==> src/rtl/poly_horner_eval_if.sv <==
// Operand-entry / result bus of the Horner polynomial evaluator.
// master = operand-entry side, slave = evaluator.
interface poly_horner_eval_if #(
  parameter int WIDTH  = 16,
  parameter int XWIDTH = 8,
  parameter int DEGREE = 2,
  parameter int AW     = (DEGREE > 0) ? $clog2(DEGREE + 1) : 1
) ();
  logic              coef_we;
  logic [AW-1:0]     coef_addr;
  logic [WIDTH-1:0]  coef_data;
  logic              start;
  logic [XWIDTH-1:0] X;
  logic              busy;
  logic              done;
  logic [WIDTH-1:0]  resultado;
  logic              overflow;

  modport master (
    output coef_we, coef_addr, coef_data, start, X,
    input  busy, done, resultado, overflow
  );

  modport slave (
    input  coef_we, coef_addr, coef_data, start, X,
    output busy, done, resultado, overflow
  );
endinterface

==> src/rtl/poly_horner_eval.sv <==
// Horner-rule polynomial evaluator: coefficient file, one shared mul/add ALU,
// and a start/done FSM with sticky overflow detection.
//
// state | meaning
// IDLE  | waiting for start; coefficient writes accepted
// MUL   | S <= S*X (truncated), product overflow folded into sticky flag
// ADD   | S <= S + c[idx], carry folded into sticky flag; completes at idx=0
module poly_horner_eval #(
  parameter int WIDTH  = 16,
  parameter int XWIDTH = 8,
  parameter int DEGREE = 2,
  parameter int AW     = (DEGREE > 0) ? $clog2(DEGREE + 1) : 1
) (
  input logic                 clk,
  input logic                 rst_n,
  poly_horner_eval_if.slave   bus
);

  typedef enum logic [1:0] {IDLE, MUL, ADD} state_e;

  localparam int unsigned    TOP      = DEGREE;
  localparam logic [AW-1:0]  IDX_INIT = (DEGREE > 0) ? AW'(DEGREE - 1) : '0;

  state_e             state_q;
  logic [WIDTH-1:0]   coef_q [DEGREE+1];
  logic [WIDTH-1:0]   s_q;
  logic [WIDTH-1:0]   x_q;
  logic [AW-1:0]      idx_q;
  logic               ovf_s_q;
  logic               busy_q;
  logic               done_q;
  logic [WIDTH-1:0]   res_q;
  logic               ovf_q;

  logic [2*WIDTH-1:0] prod;
  logic [WIDTH:0]     sum;
  logic               coef_wr_ok;

  assign prod = {{WIDTH{1'b0}}, s_q} * {{WIDTH{1'b0}}, x_q};
  assign sum  = {1'b0, s_q} + {1'b0, coef_q[idx_q]};

  assign coef_wr_ok = (state_q == IDLE) && bus.coef_we &&
                      ({{(32-AW){1'b0}}, bus.coef_addr} <= 32'(DEGREE));

  always_ff @(posedge clk or negedge rst_n) begin
    if (!rst_n) begin
      state_q <= IDLE;
      for (int i = 0; i <= DEGREE; i++) coef_q[i] <= '0;
      s_q     <= '0;
      x_q     <= '0;
      idx_q   <= '0;
      ovf_s_q <= 1'b0;
      busy_q  <= 1'b0;
      done_q  <= 1'b0;
      res_q   <= '0;
      ovf_q   <= 1'b0;
    end else begin
      done_q <= 1'b0;
      // Start reads the coefficient file before a same-edge write lands.
      if (coef_wr_ok) coef_q[bus.coef_addr] <= bus.coef_data;

      case (state_q)
        IDLE: begin
          if (bus.start) begin
            x_q     <= WIDTH'(bus.X);
            s_q     <= coef_q[TOP];
            idx_q   <= IDX_INIT;
            ovf_s_q <= 1'b0;
            if (DEGREE == 0) begin
              res_q  <= coef_q[TOP];
              ovf_q  <= 1'b0;
              done_q <= 1'b1;
            end else begin
              state_q <= MUL;
              busy_q  <= 1'b1;
            end
          end
        end
        MUL: begin
          s_q     <= prod[WIDTH-1:0];
          ovf_s_q <= ovf_s_q | (|prod[2*WIDTH-1:WIDTH]);
          state_q <= ADD;
        end
        ADD: begin
          s_q     <= sum[WIDTH-1:0];
          ovf_s_q <= ovf_s_q | sum[WIDTH];
          if (idx_q == '0) begin
            res_q   <= sum[WIDTH-1:0];
            ovf_q   <= ovf_s_q | sum[WIDTH];
            done_q  <= 1'b1;
            busy_q  <= 1'b0;
            state_q <= IDLE;
          end else begin
            idx_q   <= idx_q - 1'b1;
            state_q <= MUL;
          end
        end
        default: begin
          state_q <= IDLE;
          busy_q  <= 1'b0;
        end
      endcase
    end
  end

  assign bus.busy      = busy_q;
  assign bus.done      = done_q;
  assign bus.resultado = res_q;
  assign bus.overflow  = ovf_q;

endmodule

==> src/flat_wrapper.sv <==
// flat-port wrapper written by rule: the top's interface ports become plain ports
module poly_horner_eval_flat 
#(
  parameter int WIDTH  = 16,
  parameter int XWIDTH = 8,
  parameter int DEGREE = 2,
  parameter int AW     = (DEGREE > 0) ? $clog2(DEGREE + 1) : 1
)
  (clk, rst_n, bus_coef_we, bus_coef_addr, bus_coef_data, bus_start, bus_X, bus_busy, bus_done, bus_resultado, bus_overflow);
  poly_horner_eval_if #(.WIDTH(WIDTH), .XWIDTH(XWIDTH), .DEGREE(DEGREE), .AW(AW)) bus_i ();
  input logic clk;
  input logic rst_n;
  input wire logic [$bits(bus_i.coef_we)-1:0] bus_coef_we;
  input wire logic [$bits(bus_i.coef_addr)-1:0] bus_coef_addr;
  input wire logic [$bits(bus_i.coef_data)-1:0] bus_coef_data;
  input wire logic [$bits(bus_i.start)-1:0] bus_start;
  input wire logic [$bits(bus_i.X)-1:0] bus_X;
  output wire logic [$bits(bus_i.busy)-1:0] bus_busy;
  output wire logic [$bits(bus_i.done)-1:0] bus_done;
  output wire logic [$bits(bus_i.resultado)-1:0] bus_resultado;
  output wire logic [$bits(bus_i.overflow)-1:0] bus_overflow;
  assign bus_i.coef_we = bus_coef_we;
  assign bus_i.coef_addr = bus_coef_addr;
  assign bus_i.coef_data = bus_coef_data;
  assign bus_i.start = bus_start;
  assign bus_i.X = bus_X;
  assign bus_busy = bus_i.busy;
  assign bus_done = bus_i.done;
  assign bus_resultado = bus_i.resultado;
  assign bus_overflow = bus_i.overflow;
  poly_horner_eval #(.WIDTH(WIDTH), .XWIDTH(XWIDTH), .DEGREE(DEGREE), .AW(AW)) u_core (.clk(clk), .rst_n(rst_n), .bus(bus_i));
endmodule
==> config.mk <==
export PLATFORM = sky130hd
export DESIGN_NAME = poly_horner_eval_flat
export DESIGN_NICKNAME = d
export VERILOG_FILES = /design/src/rtl/poly_horner_eval_if.sv /design/src/rtl/poly_horner_eval.sv /design/src/flat_wrapper.sv
export SDC_FILE = /design/constraint.sdc
export NUM_CORES = 1
export LEC_CHECK = 0
export CORE_ASPECT_RATIO = 1.75
export CORE_MARGIN = 4
export CORE_UTILIZATION = 30
export DETAILED_ROUTE_END_ITERATION = 12
export PLACE_DENSITY = 0.56
export SETUP_SLACK_MARGIN = 0.2
export SYNTH_ARGS = -nofsm -noshare
export SYNTH_HDL_FRONTEND = slang
export SYNTH_SLANG_ARGS = --single-unit
==> constraint.sdc <==
create_clock -name clk -period 7.75 [get_ports clk]
set_input_delay 1.9375 -clock clk [delete_from_list [all_inputs] [get_ports clk]]
set_output_delay 1.9375 -clock clk [all_outputs]
set_load 0.05 [all_outputs]
Word level (Yosys, flattened, before mapping)
Cells that the tools add are included.

word-level totals
  output and inout port bits = 19
  flip-flop bits (word level) = 96
  input port bits = 30
  logic and storage cells = 62

operators by class
  bitwise gates (word level) = 5
  magnitude comparators = 4
  reduce and logical (&&, ||, !) cells = 13
  multiplexer cells = 20
  add/subtract/negate cells = 2
  equal/unequal tests = 5
  multipliers = 1

operators by type and width
  cell                                                         number
  2-to-1 mux 16 bit                                            4
  bitwise mux 48 bit                                           1
  one-hot mux 16 bit (3 select lines)                          1
  binary-select mux 16 bit (select 2 bit)                      1
  demux 16 bit (select 2 bit)                                  1
  multiplier 16 x 8 -> 24 bit                                  1
  adder 16 x 16 -> 17 bit                                      1
  OR reduction 16 bit                                          1
  >= comparator 3 bit (second input constant)                  2
  2-to-1 mux 1 bit                                             6
  inverter 2 -> 3 bit                                          2
  one-hot mux 1 bit (3 select lines)                           2
  one-hot mux 2 bit (3 select lines)                           1
  AND reduction 2 bit                                          3
  AND reduction 3 bit                                          2
  logical NOT 2 bit                                            2
  2-to-1 mux 2 bit                                             2
  != test 2 bit (second input constant)                        2
  one-hot mux 2 bit (2 select lines)                           1
  logical AND 1 bit                                            3
  less-than comparator 3 x 1 -> 1 bit (second input constant)  1
  nonzero test 3 bit                                           1
  == test 2 x 1 -> 1 bit (second input constant)               1
  == test 2 bit (second input constant)                        1
  other kinds (6)                                              7

Logic depth before layout (Yosys ltp)
Gate-level depths: netlist of the first run.

  word-level depth = 7
  depth in mapped cells = 19
  gate-level depth less buffers = 18

Least setup slack after synthesis of the first run
OpenSTA, ideal clock, no wires.

  path kind = reg2reg
  start = register u_core.x_q[7]
  end = register u_core.ovf_s_q
  data arrival time = 4.848 ns
  stages on the path, launching flop included = 19
  data required time = 7.628 ns
  clock period less this slack = 4.970 ns
  path buffers = 1
  path slack = 2.780 ns
  cells stage by stage = dfrtp_1 > clkbuf_1 > nand2_1 > fa_1 > fa_1 > inv_1 > fa_1 > inv_1 > fa_1 > inv_1 > ha_1 > a21oi_1 > o211ai_1 > nand3_1 > a32oi_1 > or3_1 > a2111oi_0 > a31oi_1 > nand2b_1

on the way
  longest elaborated chain between the ends = 4

ends and longest elaborated chain
  item                                RTL line                text
  start: declaration                  poly_horner_eval.sv:27  logic [WIDTH-1:0] x_q;
  start signal: assignment            poly_horner_eval.sv:65  x_q <= WIDTH'(bus.X);
  multiplier 16 x 8 -> 24 bit         poly_horner_eval.sv:39  assign prod = {{WIDTH{1'b0}}, s_q} * {{WIDTH{1'b0}}, x_q};
  OR reduction 16 bit                 poly_horner_eval.sv:81  ovf_s_q <= ovf_s_q | (|prod[2*WIDTH-1:WIDTH]);
  bitwise OR 1 bit                    poly_horner_eval.sv:81
  one-hot mux 1 bit (3 select lines)  poly_horner_eval.sv:62  case (state_q)
  end signal: assignment              poly_horner_eval.sv:81
  end signal: assignment              poly_horner_eval.sv:86  ovf_s_q <= ovf_s_q | sum[WIDTH];
  end: declaration                    poly_horner_eval.sv:29  logic ovf_s_q;

Every way passes these cells.
A chain may end at the register's enable or synchronous reset.

Final worst setup path of the first run
  start = register u_core.x_q[4]
  end = register u_core.ovf_s_q

Same word-level chain as after synthesis.

==> parameters.txt, run 1 <==
Parameter                              Value

Run status
  Result of the run    completed

Die
  Starting density of the core    30.64%
  Number of top-level pins    49
  Core Box Area    29490 sq um
  Die span in x    139.2 um
  Total die area    33070 sq um
  Vert. Die Dim    237.6 um
  Total number of placement rows    83

Worst setup path
  Largest fanout on the critical path    17
  Startpoint types    flip-flop
  Critical path class    flip-flop to flip-flop
  Setup crit end kind    flip-flop
  Critical path required time    7.99 ns
  Critical path data arrival time    5.77 ns
  Count of cells along the worst register-to-register path    17

Drt
  Average routed wire per standard cell    17.19 um
  Via Count    6574
  Drt pass-1 iters    4
  Antenna-violating nets left    0
  Detail-routed via count per cell    4.852
  Post-detailed-route DRC marker count    0
  Number of DRC violations after detailed-routing iteration 0    203
  DRT Wirelength    23300 um

Synth
  Async set or reset register ratio after synthesis    100.0%
  Summed instance area of the synthesized netlist    9036 sq um
  Area fraction of the dominant cell type after synthesis    26.59%
  Number of distinct library cells after synthesis    54
  Primary FF master, synth    sky130_fd_sc_hd__dfrtp_1
  Avg Inst Size Synth    9.654 sq um
  Syn_nets    1116
  Most instantiated library cell after synthesis    sky130_fd_sc_hd__inv_1
  Number of flops mapped to enable cells by yosys    0
  Cell type contributing the most total cell area after synthesis    sky130_fd_sc_hd__dfrtp_1
  Cell types with the largest area share after synthesis    sky130_fd_sc_hd__dfrtp_1 27%, sky130_fd_sc_hd__fa_1 19%, sky130_fd_sc_hd__ha_1 9.0%
  Portion of the post-synthesis area used by sequential elements    26.59%
  Count of yosys warnings during synthesis    0
  Count of state elements after synthesis    96
  Top cells by count, synth    114 x sky130_fd_sc_hd__inv_1, 104 x sky130_fd_sc_hd__nand2_1, 100 x sky130_fd_sc_hd__and2_1
  Cells after Synth    936

Global routing
  Met3 Resource Use GR    1.771%
  GR Util All Layers    14.70%
  Global Route met2 Usage    28.98%
  Layer carrying the most global-route usage    met2
  M1 GR Usage    15.83%
  Wire length of the first global-routing pass    38780 um
  Sum of overflow across all layers after global routing    0
  Antenna violations before repair    0
  Number of global-route vias before repair    7392
  Largest net degree at the start of global routing    58

CTS
  Root buffer selected by CTS    sky130_fd_sc_hd__clkbuf_16
  Clock Latency Late Sink    0.36 ns
  Maximum number of buffers from clock root to sink    2
  Clock-pin slew reported for the worst setup and hold paths after clock tree synthesis    0.07 ns
  Cts bufs inserted    9
  H-tree levels    3
  Number of clock sinks    96
  Post-CTS setup buffer count    0
  CTS tree    done
  CTS resizes    0
  Cts-stage hold buffer count    0

Finish
  Layout cell share with drive strength beyond 1    10.28%
  Total Nets Final    1149
  Count of inserted antenna diode cells    0
  Number of filler instances in the final layout    3093
  Layout overhead on the synthesized area    12.79%

STA
  Setup violations, final    0
  Unrepaired setup endpoints after global routing    false
  Slew of the pin with the lowest slew margin    1.012 ns
  Final number of hold-violating endpoints    0
  Final Max Tran Viols    0
  Worst Skew    0.01393 ns
  Worst max-slew margin expressed relative to the limit    32.53%
  Final worst-path cycle share    71.33%
  Minimum period implied by the final worst setup slack    5.528 ns
  Post-Route Setup TNS    0 ns
  Achievable frequency    180.9 MHz

Place
  Half-perimeter wire length after detailed placement    18600 um
  Port buffer count    48
  Last weighted congestion value of the routability-driven placer    0.9192

Min path
  Cell depth of the worst min-delay path    2
  Classification of the worst-slack hold path    flip-flop to flip-flop

Flow run
  Max-cap check violation count    0
## stage by stage
step / hold WS, ns / utilization [%] / cells / area (sq um) / setup slack [ns]
finish: 0.4892 / 34.56 / 1355 / 10190 / 2.222
floorplan: 0.4792 / - / 936 / 9036 / 2.780
global route: 0.5131 / 34.56 / 1355 / 10190 / 1.807
global placement: 0.4663 / 33.64 / 1340 / 9921 / 2.379
CTS: 0.4908 / 34.56 / 1355 / 10190 / 2.213
detailed placement: 0.4618 / 33.64 / 1340 / 9921 / 2.263
## sequential cells by signal, indices dropped and copies added, names as in the netlist
name,count
u_core.ovf_s_q,1
u_core.coef_q,48
u_core.s_q,16
u_core.idx_q,2
u_core.bus.resultado,16
u_core.x_q,8
u_core.bus.busy,1
u_core.bus.done,1
u_core.state_q,2
u_core.bus.overflow,1
## layout make-up
type | count | area (sq um) | area share [%]
clock buffers | 11 | 242.7 | 2.382
clock inverters | 4 | 28.78 | 0.2823
inverters | 115 | 431.7 | 4.235
multi-input cells | 693 | 6086 | 59.71
flip-flops and latches | 96 | 2402 | 23.57
well taps | 382 | 478.0 | 4.689
repair buffers | 54 | 523.0 | 5.131
## kinds of logic (layout without fill, tap and decap cells)
kind of cell               Yosys count  in the layout  synth area share (%)
adders and majority gates          150            150                 27.83
buffers and inverters              147            184                 6.120
xor gates and xnor gates            26             26                 2.520
DFF                                 96             96                 26.59
and+or+nand+nor                    267            267                 14.69
AOI/OAI and AO/OA                  160            160                 11.30
muxes                               90             90                 10.95
## cells in the final DEF, fill, tap and decap left out, types with 2 or more instances in the layout
cell type / instances
sky130_fd_sc_hd__buf_4: 7
sky130_fd_sc_hd__o21a_1: 5
sky130_fd_sc_hd__mux2i_1: 19
sky130_fd_sc_hd__or2_2: 2
sky130_fd_sc_hd__o21ai_0: 58
sky130_fd_sc_hd__nor2b_1: 4
sky130_fd_sc_hd__o211ai_1: 5
sky130_fd_sc_hd__nand2b_1: 4
sky130_fd_sc_hd__a21o_1: 8
sky130_fd_sc_hd__xnor2_1: 16
sky130_fd_sc_hd__clkinvlp_4: 2
sky130_fd_sc_hd__a31o_2: 2
sky130_fd_sc_hd__and2_1: 100
sky130_fd_sc_hd__a21oi_1: 27
sky130_fd_sc_hd__ha_1: 65
sky130_fd_sc_hd__inv_1: 114
sky130_fd_sc_hd__o22ai_1: 3
sky130_fd_sc_hd__fa_1: 85
sky130_fd_sc_hd__and3_1: 4
sky130_fd_sc_hd__mux2_2: 71
sky130_fd_sc_hd__xor2_1: 10
sky130_fd_sc_hd__nand3_1: 4
sky130_fd_sc_hd__nor3b_1: 2
sky130_fd_sc_hd__a221oi_1: 3
sky130_fd_sc_hd__a22oi_1: 12
sky130_fd_sc_hd__clkbuf_16: 9
sky130_fd_sc_hd__a211oi_1: 5
sky130_fd_sc_hd__nor3_1: 10
sky130_fd_sc_hd__nand2_1: 104
sky130_fd_sc_hd__dfrtp_1: 96
sky130_fd_sc_hd__a31oi_1: 5
sky130_fd_sc_hd__o31ai_1: 2
sky130_fd_sc_hd__o21bai_1: 7
sky130_fd_sc_hd__nor2_1: 28
sky130_fd_sc_hd__clkdlybuf4s50_1: 47
sky130_fd_sc_hd__a41oi_1: 3
sky130_fd_sc_hd__a2111oi_0: 2
## worst max-delay path, cell delays in order, from the launching register on
cell                        delay, ns
sky130_fd_sc_hd__dfrtp_1         0.72
sky130_fd_sc_hd__nand2_1         0.17
sky130_fd_sc_hd__fa_1            0.52
sky130_fd_sc_hd__fa_1            0.51
sky130_fd_sc_hd__inv_1           0.07
sky130_fd_sc_hd__fa_1            0.54
sky130_fd_sc_hd__inv_1           0.06
sky130_fd_sc_hd__fa_1            0.55
sky130_fd_sc_hd__inv_1           0.05
sky130_fd_sc_hd__ha_1            0.33
sky130_fd_sc_hd__a21oi_1         0.23
sky130_fd_sc_hd__o211ai_1        0.20
sky130_fd_sc_hd__nand3_1         0.17
sky130_fd_sc_hd__a32oi_1         0.19
sky130_fd_sc_hd__or3_1           0.39
sky130_fd_sc_hd__a2111oi_0       0.42
sky130_fd_sc_hd__a31oi_1         0.13
sky130_fd_sc_hd__nand2b_1        0.15
## path summary, 6_finish.rpt
| path | start | endpoint | slack (ns) |
|---|---|---|---|
| max in group asynchronous | rst_n | u_core.x_q[7] | 5.02 |
| worst max-delay path | u_core.x_q[4] | u_core.ovf_s_q | 2.22 |
| worst min register to register | u_core.bus.resultado[3] | u_core.bus.resultado[3] | 0.49 |
| worst max register to register | u_core.x_q[4] | u_core.ovf_s_q | 2.22 |
| min in group asynchronous | rst_n | u_core.bus.resultado[10] | 1.54 |
| worst min-delay path | u_core.bus.resultado[3] | u_core.bus.resultado[3] | 0.49 |
## routing by layer
metal / part of all wire (%) / up-vias
met5: 0 / -
met4: 2.6 / 0
li1: - / 3172
met1: 39 / 3276
met2: 57 / 96
met3: 1.8 / 30
Power of run 1 is not shown: default switching activity piles up to over one toggle a cycle in this logic, so the estimate is an artifact.
==> run 2: changes to the inputs <==
==> constraint.sdc (replaced) <==
create_clock -name clk -period 5.73 [get_ports clk]
set_input_delay 1.4325 -clock clk [delete_from_list [all_inputs] [get_ports clk]]
set_output_delay 1.4325 -clock clk [all_outputs]
set_load 0.05 [all_outputs]
==> parameters.txt, run 2 (synthesized netlist as in run 1, its figures left out) <==
Parameter                              Value

Run status
  Result of the run    completed

Die
  Core Box Area    29490 sq um
  Starting density of the core    30.64%
  Number of top-level pins    49
  Vert. Die Dim    237.6 um
  Die span in x    139.2 um
  Total die area    33070 sq um
  Total number of placement rows    83

Finish
  Top library cells by usage in the layout, fill and taps aside    114 x sky130_fd_sc_hd__inv_1, 104 x sky130_fd_sc_hd__nand2_1, 100 x sky130_fd_sc_hd__and2_1
  Count of inserted antenna diode cells    0
  Commonest non-fill, non-tap cell in the layout    sky130_fd_sc_hd__inv_1
  Register with the highest flop count    u_core.coef_q
  Post-route non-filler standard cell count    1369
  Max reg flops    48
  Total Nets Final    1163
  Layout cell share with drive strength beyond 1    13.17%
  Layout overhead on the synthesized area    14.80%

Drt
  Average routed wire per standard cell    17.26 um
  DRT Wirelength    23630 um
  Drt pass-1 iters    5
  Post-detailed-route DRC marker count    0
  Number of DRC violations after detailed-routing iteration 0    236
  Detail-routed via count per cell    4.882
  Antenna-violating nets left    0
  Via Count    6683

Global routing
  GR Util All Layers    14.66%
  Wire length of the first global-routing pass    38600 um
  Antenna violations before repair    0
  Sum of overflow across all layers after global routing    0
  Largest net degree at the start of global routing    60
  Number of global-route vias before repair    7304

CTS
  Cts bufs inserted    9
  Maximum number of buffers from clock root to sink    2
  Root buffer selected by CTS    sky130_fd_sc_hd__clkbuf_16
  Clock-pin slew reported for the worst setup and hold paths after clock tree synthesis    0.07 ns
  Number of clock sinks    96
  CTS tree    done
  Clock Latency Late Sink    0.37 ns
  H-tree levels    3

STA
  Worst max-slew margin expressed relative to the limit    32.80%
  Achievable frequency    193.1 MHz
  Setup violations, final    0
  Minimum period implied by the final worst setup slack    5.179 ns
  Unrepaired setup endpoints after global routing    false
  Final Max Tran Viols    0
  Worst Skew    0.01558 ns
  Final number of hold-violating endpoints    0
  Slew of the pin with the lowest slew margin    1.008 ns
  Post-Route Setup TNS    0 ns
  Final worst-path cycle share    90.38%

Worst setup path
  Critical path class    flip-flop to flip-flop
  Setup crit end kind    flip-flop
  Critical Path End    u_core.ovf_s_q
  Critical Path Start    u_core.x_q[5]
  Register-to-register path setup slack    0.55 ns
  Critical path required time    5.99 ns
  R2r startpoint    u_core.x_q[5]
  Count of cells along the worst register-to-register path    17
  Largest fanout on the critical path    9
  Startpoint types    flip-flop
  Critical path data arrival time    5.43 ns
  Worst flop-to-flop path endpoint    u_core.ovf_s_q

Place
  Port buffer count    48
  Number of placed cells counting well taps    1351
  Half-perimeter wire length after detailed placement    18910 um
  Last weighted congestion value of the routability-driven placer    0.9266

Flow run
  Max-cap check violation count    0

Min path
  Classification of the worst-slack hold path    flip-flop to flip-flop
-- run 2: cell types whose count changed in the layout (fill, tap and decap cells not counted), sizes merged --
| cell | delta |
|---|---|
| bufinv | +2 |
| clkbuf | -1 |
| clkinv | -1 |
| buf | +13 |
| inv | +1 |
-- run 2: layout make-up --
class / count / area [sq um]
Timing Repair Buffer: 68 / 628.1
Tap cell: 382 / 478.0
Fill cell: 3042 / 19120
Sequential cell: 96 / 2419
Clock buffer: 9 / 225.2
Multi-Input combinational cell: 693 / 6100
Clock inverter: 6 / 92.59
Inverter: 115 / 431.7
-- run 2: per-layer routing --
metal | vias up | part of all wire [%] | track usage (%)
li1 | 3190 | - | -
met1 | 3354 | 39 | 15.88
met2 | 100 | 56 | 28.39
met3 | 39 | 1.7 | 1.590
met4 | 0 | 3.6 | 6.439
met5 | - | 0 | 0
-- run 2: what timing repair did --
action | in CTS | in global routing
resized for setup | 0 | 16
setup endpoints to repair | 0 | 1
endpoints found under the hold margin | 0 | 0
hold buffers | 0 | 0
setup buffers | 0 | 3
-- run 2: worst max-delay path, cell delays in order (launching register included) --
cell and delay [ns]:
sky130_fd_sc_hd__dfrtp_2 0.49, sky130_fd_sc_hd__clkbuf_4 0.21, sky130_fd_sc_hd__and2_1 0.17, sky130_fd_sc_hd__fa_1 0.55
sky130_fd_sc_hd__fa_1 0.44, sky130_fd_sc_hd__fa_1 0.54, sky130_fd_sc_hd__inv_1 0.07, sky130_fd_sc_hd__fa_1 0.53
sky130_fd_sc_hd__inv_1 0.04, sky130_fd_sc_hd__ha_1 0.33, sky130_fd_sc_hd__and2_1 0.19, sky130_fd_sc_hd__and2_1 0.16
sky130_fd_sc_hd__nand3_1 0.15, sky130_fd_sc_hd__a32oi_2 0.17, sky130_fd_sc_hd__or3_1 0.37, sky130_fd_sc_hd__a2111oi_1 0.38
sky130_fd_sc_hd__a31oi_1 0.13, sky130_fd_sc_hd__nand2b_1 0.15
-- run 2: through the flow --
stage                     hold WS (ns)  area, sq um  setup slack (ns)  utilization (%)
final                           0.4853        10370            0.5512            35.17
after global routing            0.5130        10370            0.2100            35.17
after CTS                       0.4892        10320            0.3445            34.99
after detailed placement        0.4615        10000            0.3902            33.92
after global placement          0.4657        10000            0.4164            33.92
after floorplan                 0.4792         9036            0.7596                -
-- run 2: how the worst min path moves through the flow --
stage | start | to | slack (ns) | depth (start not counted)
2_1_floorplan | u_core.coef_q[16] | u_core.coef_q[16] | 0.48 | 1
6_report | u_core.bus.resultado[3] | u_core.bus.resultado[3] | 0.49 | 2
3_5_place_dp | u_core.bus.resultado[3] | u_core.bus.resultado[3] | 0.46 | 2
4_1_cts | u_core.bus.resultado[3] | u_core.bus.resultado[3] | 0.49 | 2
3_3_place_gp | u_core.bus.resultado[2] | u_core.bus.resultado[2] | 0.47 | 2
5_1_grt | u_core.coef_q[26] | u_core.coef_q[26] | 0.51 | 1
Power of run 2 is left out for the same reason.
==> run 3: changes to the inputs <==
--- a/config.mk
+++ b/config.mk
@@ -5,6 +5,7 @@
 export SDC_FILE = /design/constraint.sdc
 export NUM_CORES = 1
 export LEC_CHECK = 0
+export CAP_MARGIN = 0
 export CORE_ASPECT_RATIO = 1.75
 export CORE_MARGIN = 4
 export CORE_UTILIZATION = 30
==> results of run 3 <==
The final DEF is identical to that of run 2; final timing and power are the same.
Power of run 3 is left out for the same reason.
